## config.mk

```make
export PLATFORM = sky130hd
export DESIGN_NAME = alu_issue
export DESIGN_NICKNAME = d
export VERILOG_FILES = /design/src/rtl/alu_issue.sv
export SDC_FILE = /design/constraint.sdc
export NUM_CORES = 1
export LEC_CHECK = 0
export ABC_CLOCK_PERIOD_IN_PS = 6700
export CORE_UTILIZATION = 40
export CTS_BUF_LIST = sky130_fd_sc_hd__clkbuf_4
export CTS_CLUSTER_SIZE = 12
export DETAILED_ROUTE_END_ITERATION = 12
export GPL_TIMING_DRIVEN = 0
export PLACE_DENSITY = 0.87
export SYNTH_ARGS = -nofsm -noshare
export SYNTH_HDL_FRONTEND = slang
export SYNTH_SLANG_ARGS = --single-unit
```

## constraint.sdc

```tcl
create_clock -name clk -period 6.7 [get_ports clk]
set_input_delay 1.34 -clock clk [delete_from_list [all_inputs] [get_ports clk]]
set_output_delay 1.34 -clock clk [all_outputs]
set_load 0.03 [all_outputs]
```

## src/rtl/alu_issue.sv

```systemverilog
// alu_issue: decodes RV32I ADD/SUB/ADDI/LUI into ALU op + operands and
// issues them to the downstream ALU stage through a valid/ready handshake.
// Anything outside that set still issues, as op=ZERO with illegal=1.
// Build option ALU_ISSUE_SKID_EN: when defined, a 2-entry skid buffer with a
// registered in_ready is used; otherwise there is a single output register
// and in_ready is combinational from out_ready.
module alu_issue #(
  parameter int WIDTH = 32
) (
  input  logic             clk,
  input  logic             reset,
  input  logic             in_valid,
  output logic             in_ready,
  input  logic [31:0]      inst,
  input  logic [WIDTH-1:0] rs1_val,
  input  logic [WIDTH-1:0] rs2_val,
  output logic             out_valid,
  input  logic             out_ready,
  output logic [2:0]       op,
  output logic [WIDTH-1:0] x,
  output logic [WIDTH-1:0] y,
  output logic [4:0]       rd,
  output logic             illegal,
  output logic [15:0]      issue_count
);

  localparam logic [2:0] OP_ZERO = 3'd0;
  localparam logic [2:0] OP_ADD  = 3'd1;
  localparam logic [2:0] OP_SUB  = 3'd2;

  localparam logic [6:0] OPC_REG = 7'b0110011;
  localparam logic [6:0] OPC_IMM = 7'b0010011;
  localparam logic [6:0] OPC_LUI = 7'b0110111;

  // One issued operation as it sits in an output/skid slot.
  typedef struct packed {
    logic [2:0]       op;
    logic [WIDTH-1:0] x;
    logic [WIDTH-1:0] y;
    logic [4:0]       rd;
    logic             illegal;
  } ent_t;

  ent_t dec;
  ent_t out_q;
  logic out_vld;
  logic in_fire;
  logic out_fire;

  logic signed [31:0] imm_i;
  logic signed [31:0] imm_u;

  assign imm_i = $signed({{20{inst[31]}}, inst[31:20]});
  assign imm_u = $signed({inst[31:12], 12'b0});

  // Decode the offered instruction; illegal encodings issue as an all-zero op.
  always_comb begin
    dec         = '0;
    dec.rd      = inst[11:7];
    dec.illegal = 1'b1;
    case (inst[6:0])
      OPC_REG: begin
        if (inst[14:12] == 3'b000 && inst[31:25] == 7'b0000000) begin
          dec.op      = OP_ADD;
          dec.x       = rs1_val;
          dec.y       = rs2_val;
          dec.illegal = 1'b0;
        end else if (inst[14:12] == 3'b000 && inst[31:25] == 7'b0100000) begin
          dec.op      = OP_SUB;
          dec.x       = rs1_val;
          dec.y       = rs2_val;
          dec.illegal = 1'b0;
        end
      end
      OPC_IMM: begin
        if (inst[14:12] == 3'b000) begin
          dec.op      = OP_ADD;
          dec.x       = rs1_val;
          dec.y       = WIDTH'(imm_i);
          dec.illegal = 1'b0;
        end
      end
      OPC_LUI: begin
        dec.op      = OP_ADD;
        dec.y       = WIDTH'(imm_u);
        dec.illegal = 1'b0;
      end
      default: ;
    endcase
  end

  assign out_fire = out_vld && out_ready;
  assign in_fire  = in_valid && in_ready;

`ifdef ALU_ISSUE_SKID_EN
  ent_t skid_q;
  logic skid_vld;

  // in_ready is the registered "skid slot empty" flag, held low in reset.
  assign in_ready = !skid_vld && !reset;

  // Output slot refills from the skid slot first to keep FIFO order; an input
  // that arrives while the output is stalled parks in the skid slot.
  always_ff @(posedge clk or posedge reset) begin
    if (reset) begin
      out_q    <= '0;
      out_vld  <= 1'b0;
      skid_q   <= '0;
      skid_vld <= 1'b0;
    end else if (out_ready || !out_vld) begin
      if (skid_vld) begin
        out_q    <= skid_q;
        out_vld  <= 1'b1;
        skid_q   <= '0;
        skid_vld <= 1'b0;
      end else if (in_fire) begin
        out_q   <= dec;
        out_vld <= 1'b1;
      end else begin
        out_q   <= '0;
        out_vld <= 1'b0;
      end
    end else if (in_fire) begin
      skid_q   <= dec;
      skid_vld <= 1'b1;
    end
  end
`else
  // Accept whenever the single output slot is empty or draining this cycle.
  assign in_ready = !reset && (!out_vld || out_ready);

  // Single output register; cleared to zero whenever it empties.
  always_ff @(posedge clk or posedge reset) begin
    if (reset) begin
      out_q   <= '0;
      out_vld <= 1'b0;
    end else if (in_fire) begin
      out_q   <= dec;
      out_vld <= 1'b1;
    end else if (out_ready) begin
      out_q   <= '0;
      out_vld <= 1'b0;
    end
  end
`endif

  // Count output handshakes, saturating at all-ones.
  always_ff @(posedge clk or posedge reset) begin
    if (reset)
      issue_count <= '0;
    else if (out_fire && issue_count != 16'hFFFF)
      issue_count <= issue_count + 16'd1;
  end

  assign out_valid = out_vld;
  assign op        = out_q.op;
  assign x         = out_q.x;
  assign y         = out_q.y;
  assign rd        = out_q.rd;
  assign illegal   = out_q.illegal;

endmodule
```

==> out/qor.csv, run 1 <==
metric,value,unit
cts_root_buffer,clkbuf_4,
dpl.hpwl,9393,microns
status,completed,
syn_inst,380,
nNetsFinal,681,
top_layer,met4,
finalHoldViolCount,0,
r2r_slack,4.79,ns
boundaryPins,191,
cts_max_level,3,
ys_top_cells_by_area,"dfrtp_1 54%, a22o_1 7.8%, o32ai_1 4.2%",
grt_pass1_wl,19830,microns
drt-total-wl,12060,microns
vdd_drop_max,0.07921,mV
synthesis.nets,481,
fin_crit,4.851,ns
worst_skew_pair.late_latency,0.43,ns
p_leak,0.002798,uW
grt_max_degree,49,
relSlewSlack,0.6336,
tightest_slew,0.5496,ns
drt_iter0_markers,109,
numCtsBuffers,9,
hold_path_depth,2,
crit_path_start_kind,input port,
cp.required,5.36,ns
finalCritPeriodShare,0.7240,
placed_cell_area,6236,sq um
hold_buffers,0,
yosys.area.top_type_share,0.5357,
timing.rr.start,out_valid,
end_kind,output port,
gr-total-overflow,0,
gp_congestion,0.8449,
met1Wirelength,5167,microns
critical_path.max_fanout,48,
hold_ws,0.5009,ns
cts_resized,0,
start_util,0.4196,
worstRegToRegCells,5,
critPathKind,input port to output port,
wl_met2,6052,microns
antenna_found_initial,1,
syn_to_final_growth,52.75,%
power,1055,uW
synth_area_per_cell,10.94,sq um
synth_cell_types,46,
ys.warnings.count,0,
setup_ws,1.849,ns
yosys.area.top_type,dfrtp_1,
finish.instance_area,6351,sq um
grt_pass1_vias,3895,
fin_worst_skew,0.01038,ns
drv_cap,0,
port_buffers,188,
max_freq,0.2062,GHz
remaining_drc_errors,0,
std_cell_rows,36,
clockBufferDepth,2,
drt.antenna.violating_nets,0,
vias,3820,
die_y,104.0,microns
rsz0062_at_grt,no,
postCtsSetupRepairBufs,0,
ys_ff_latch,89,
dr_wl_met3,722,microns
cts_tree,yes,
cts_num_sinks,89,
dr.pass1.iters,4,
wire_per_inst,16.77,microns
drive_above_1_share,0.06667,
synthesis.area,4158,sq um
finalNonFillerCells,719,
min_path_type,flip-flop to flip-flop,
slew_viol_final,0,
setup_violations,0,
core,9910,sq um
place_ws,1.772,ns
grt_use_total,0.2302,
via_per_inst,5.313,
die_w,104.0,microns
reg2reg_to,x[23],
worstHoldStart,illegal,
critPathArrivalTime,3.51,ns
worstHoldEndpoint,illegal,
die_area,10810,sq um
cellPowerDensity,166.2,nW/um^2
clkSlewWorstSetupHoldPaths,0.13,ns
yosysSeqAreaShare,0.5357,
dp.cells,702,
[state kept, by name, summed over array words and instances, names as in the netlist]
| name | cells |
|---|---|
| rd | 5 |
| op | 2 |
| x | 32 |
| issue_count | 16 |
| y | 32 |
| illegal | 1 |
| out_valid | 1 |
[placed cells by master, fill, tap and decap left out, drive strengths merged, types with 8 or more instances in the layout]
master           n
xor2            10
o21ai           14
a2bb2oi         11
a22o            38
inv             25
a22oi           19
buf             13
dfrtp           89
clkdlybuf4s50  188
clkbuf          27
nand2           41
a21o            20
o32ai           20
a21oi            8
[logic make-up after synthesis]
group                      count (synthesis)  share of synthesized area
xor gates and xnor gates                  12                    0.02528
muxes                                      2                   0.005416
DFF                                       89                     0.5357
and+or+nand+nor                           85                     0.1141
buffers and inverters                     54                    0.05748
AOI/OAI and AO/OA                        136                     0.2582
adders and majority gates                  1                   0.003009
other                                      1                  0.0009019
[synth_stat cells, drive strengths merged]
cell,count
a31oi,2
conb,1
a2bb2oi,11
or2,1
nor4b,3
nand4,6
o31a,1
nor4,4
and4,3
dfrtp,89
xor2,10
clkbuf,18
o41ai,1
and2,4
nand3,5
buf,12
a22o,38
or3b,1
and3,1
and4bb,1
mux2,2
a21o,20
a22oi,19
or4,1
nor2,5
nor3,3
a211oi,2
ha,1
nand2,41
nor2b,4
a21oi,8
nand2b,2
inv,24
o21ai,14
xnor2,2
o32ai,20
[routing by layer]
| metal | vias to the layer above | GRT usage |
|---|---|---|
| met2 | 144 | 0.4019 |
| met1 | 1850 | 0.2834 |
| met5 | - | 0 |
| met3 | 11 | 0.05890 |
| met4 | 0 | 0.05714 |
| li1 | 1815 | - |
[worst max-delay path: stages]
cell             delay, ns
clkdlybuf4s50_1       0.52
inv_4                 0.46
buf_16                0.31
and2_1                0.17
clkdlybuf4s50_1       0.70
[power by group]
group,total (uW),internal [uW],switching [uW]
sequential,579,555,24.1
clock,257,76.0,181
combinational,220,109,111
[metrics by stage]
stage | setup TNS, ns | util
after global placement | -0.03823 | 0.6263
final | 0 | 0.6409
after detailed placement | 0 | 0.6293
after CTS | 0 | 0.6407
after floorplan | 0 | -
after global routing | 0 | 0.6409
[final cells by class]
cell class	instances	area [sq um]
clock inverter	7	45.04
fill	791	3558
buffer	30	148.9
inverter	24	92.59
multi-input combinational	237	1692
tap	133	166.4
antenna	1	2.502
clock buffer	9	67.56
timing repair buffer	189	1909
sequential	89	2227
[worst max-delay path by stage]
stage	startpoint	to	cells past startpoint
floorplan	reset	in_ready	2
global placement	reset	in_ready	4
detailed placement	reset	in_ready	5
CTS	reset	in_ready	5
global route	reset	in_ready	5
finish	reset	in_ready	5
Power figures use the tool's default switching activity.
==> run 2, diff against run 1 <==
--- a/config.mk
+++ b/config.mk
@@ -5,7 +5,7 @@
 export SDC_FILE = /design/constraint.sdc
 export NUM_CORES = 1
 export LEC_CHECK = 0
-export ABC_CLOCK_PERIOD_IN_PS = 6700
+export ABC_CLOCK_PERIOD_IN_PS = 4500
 export CORE_UTILIZATION = 40
 export CTS_BUF_LIST = sky130_fd_sc_hd__clkbuf_4
 export CTS_CLUSTER_SIZE = 12
==> constraint.sdc (replaced) <==
create_clock -name clk -period 4.5 [get_ports clk]
set_input_delay 0.9 -clock clk [delete_from_list [all_inputs] [get_ports clk]]
set_output_delay 0.9 -clock clk [all_outputs]
set_load 0.03 [all_outputs]
==> results of run 2 <==
The final DEF is identical to that of run 1. Status: completed.
Main changes from that run: setup slack after placement 1.772 ns -> 0.4516 ns; setup slack after layout 1.849 ns -> 0.5293 ns; register-to-register setup slack 4.79 ns -> 2.59 ns; total power 1055 uW -> 1571 uW; worst IR drop on VDD 0.07921 mV -> 0.1179 mV
==> run 3, diff against run 2 <==
--- a/config.mk
+++ b/config.mk
@@ -12,6 +12,8 @@
 export DETAILED_ROUTE_END_ITERATION = 12
 export GPL_TIMING_DRIVEN = 0
 export PLACE_DENSITY = 0.87
+export SETUP_SLACK_MARGIN = 0.3
 export SYNTH_ARGS = -nofsm -noshare
 export SYNTH_HDL_FRONTEND = slang
 export SYNTH_SLANG_ARGS = --single-unit
+export TNS_END_PERCENT = 30
==> results of run 3 <==
The final DEF is identical to that of run 1. Status: completed.
Main changes from that run: setup slack after placement 1.772 ns -> 0.4516 ns; setup slack after layout 1.849 ns -> 0.5293 ns; register-to-register setup slack 4.79 ns -> 2.59 ns; total power 1055 uW -> 1571 uW; worst IR drop on VDD 0.07921 mV -> 0.1179 mV
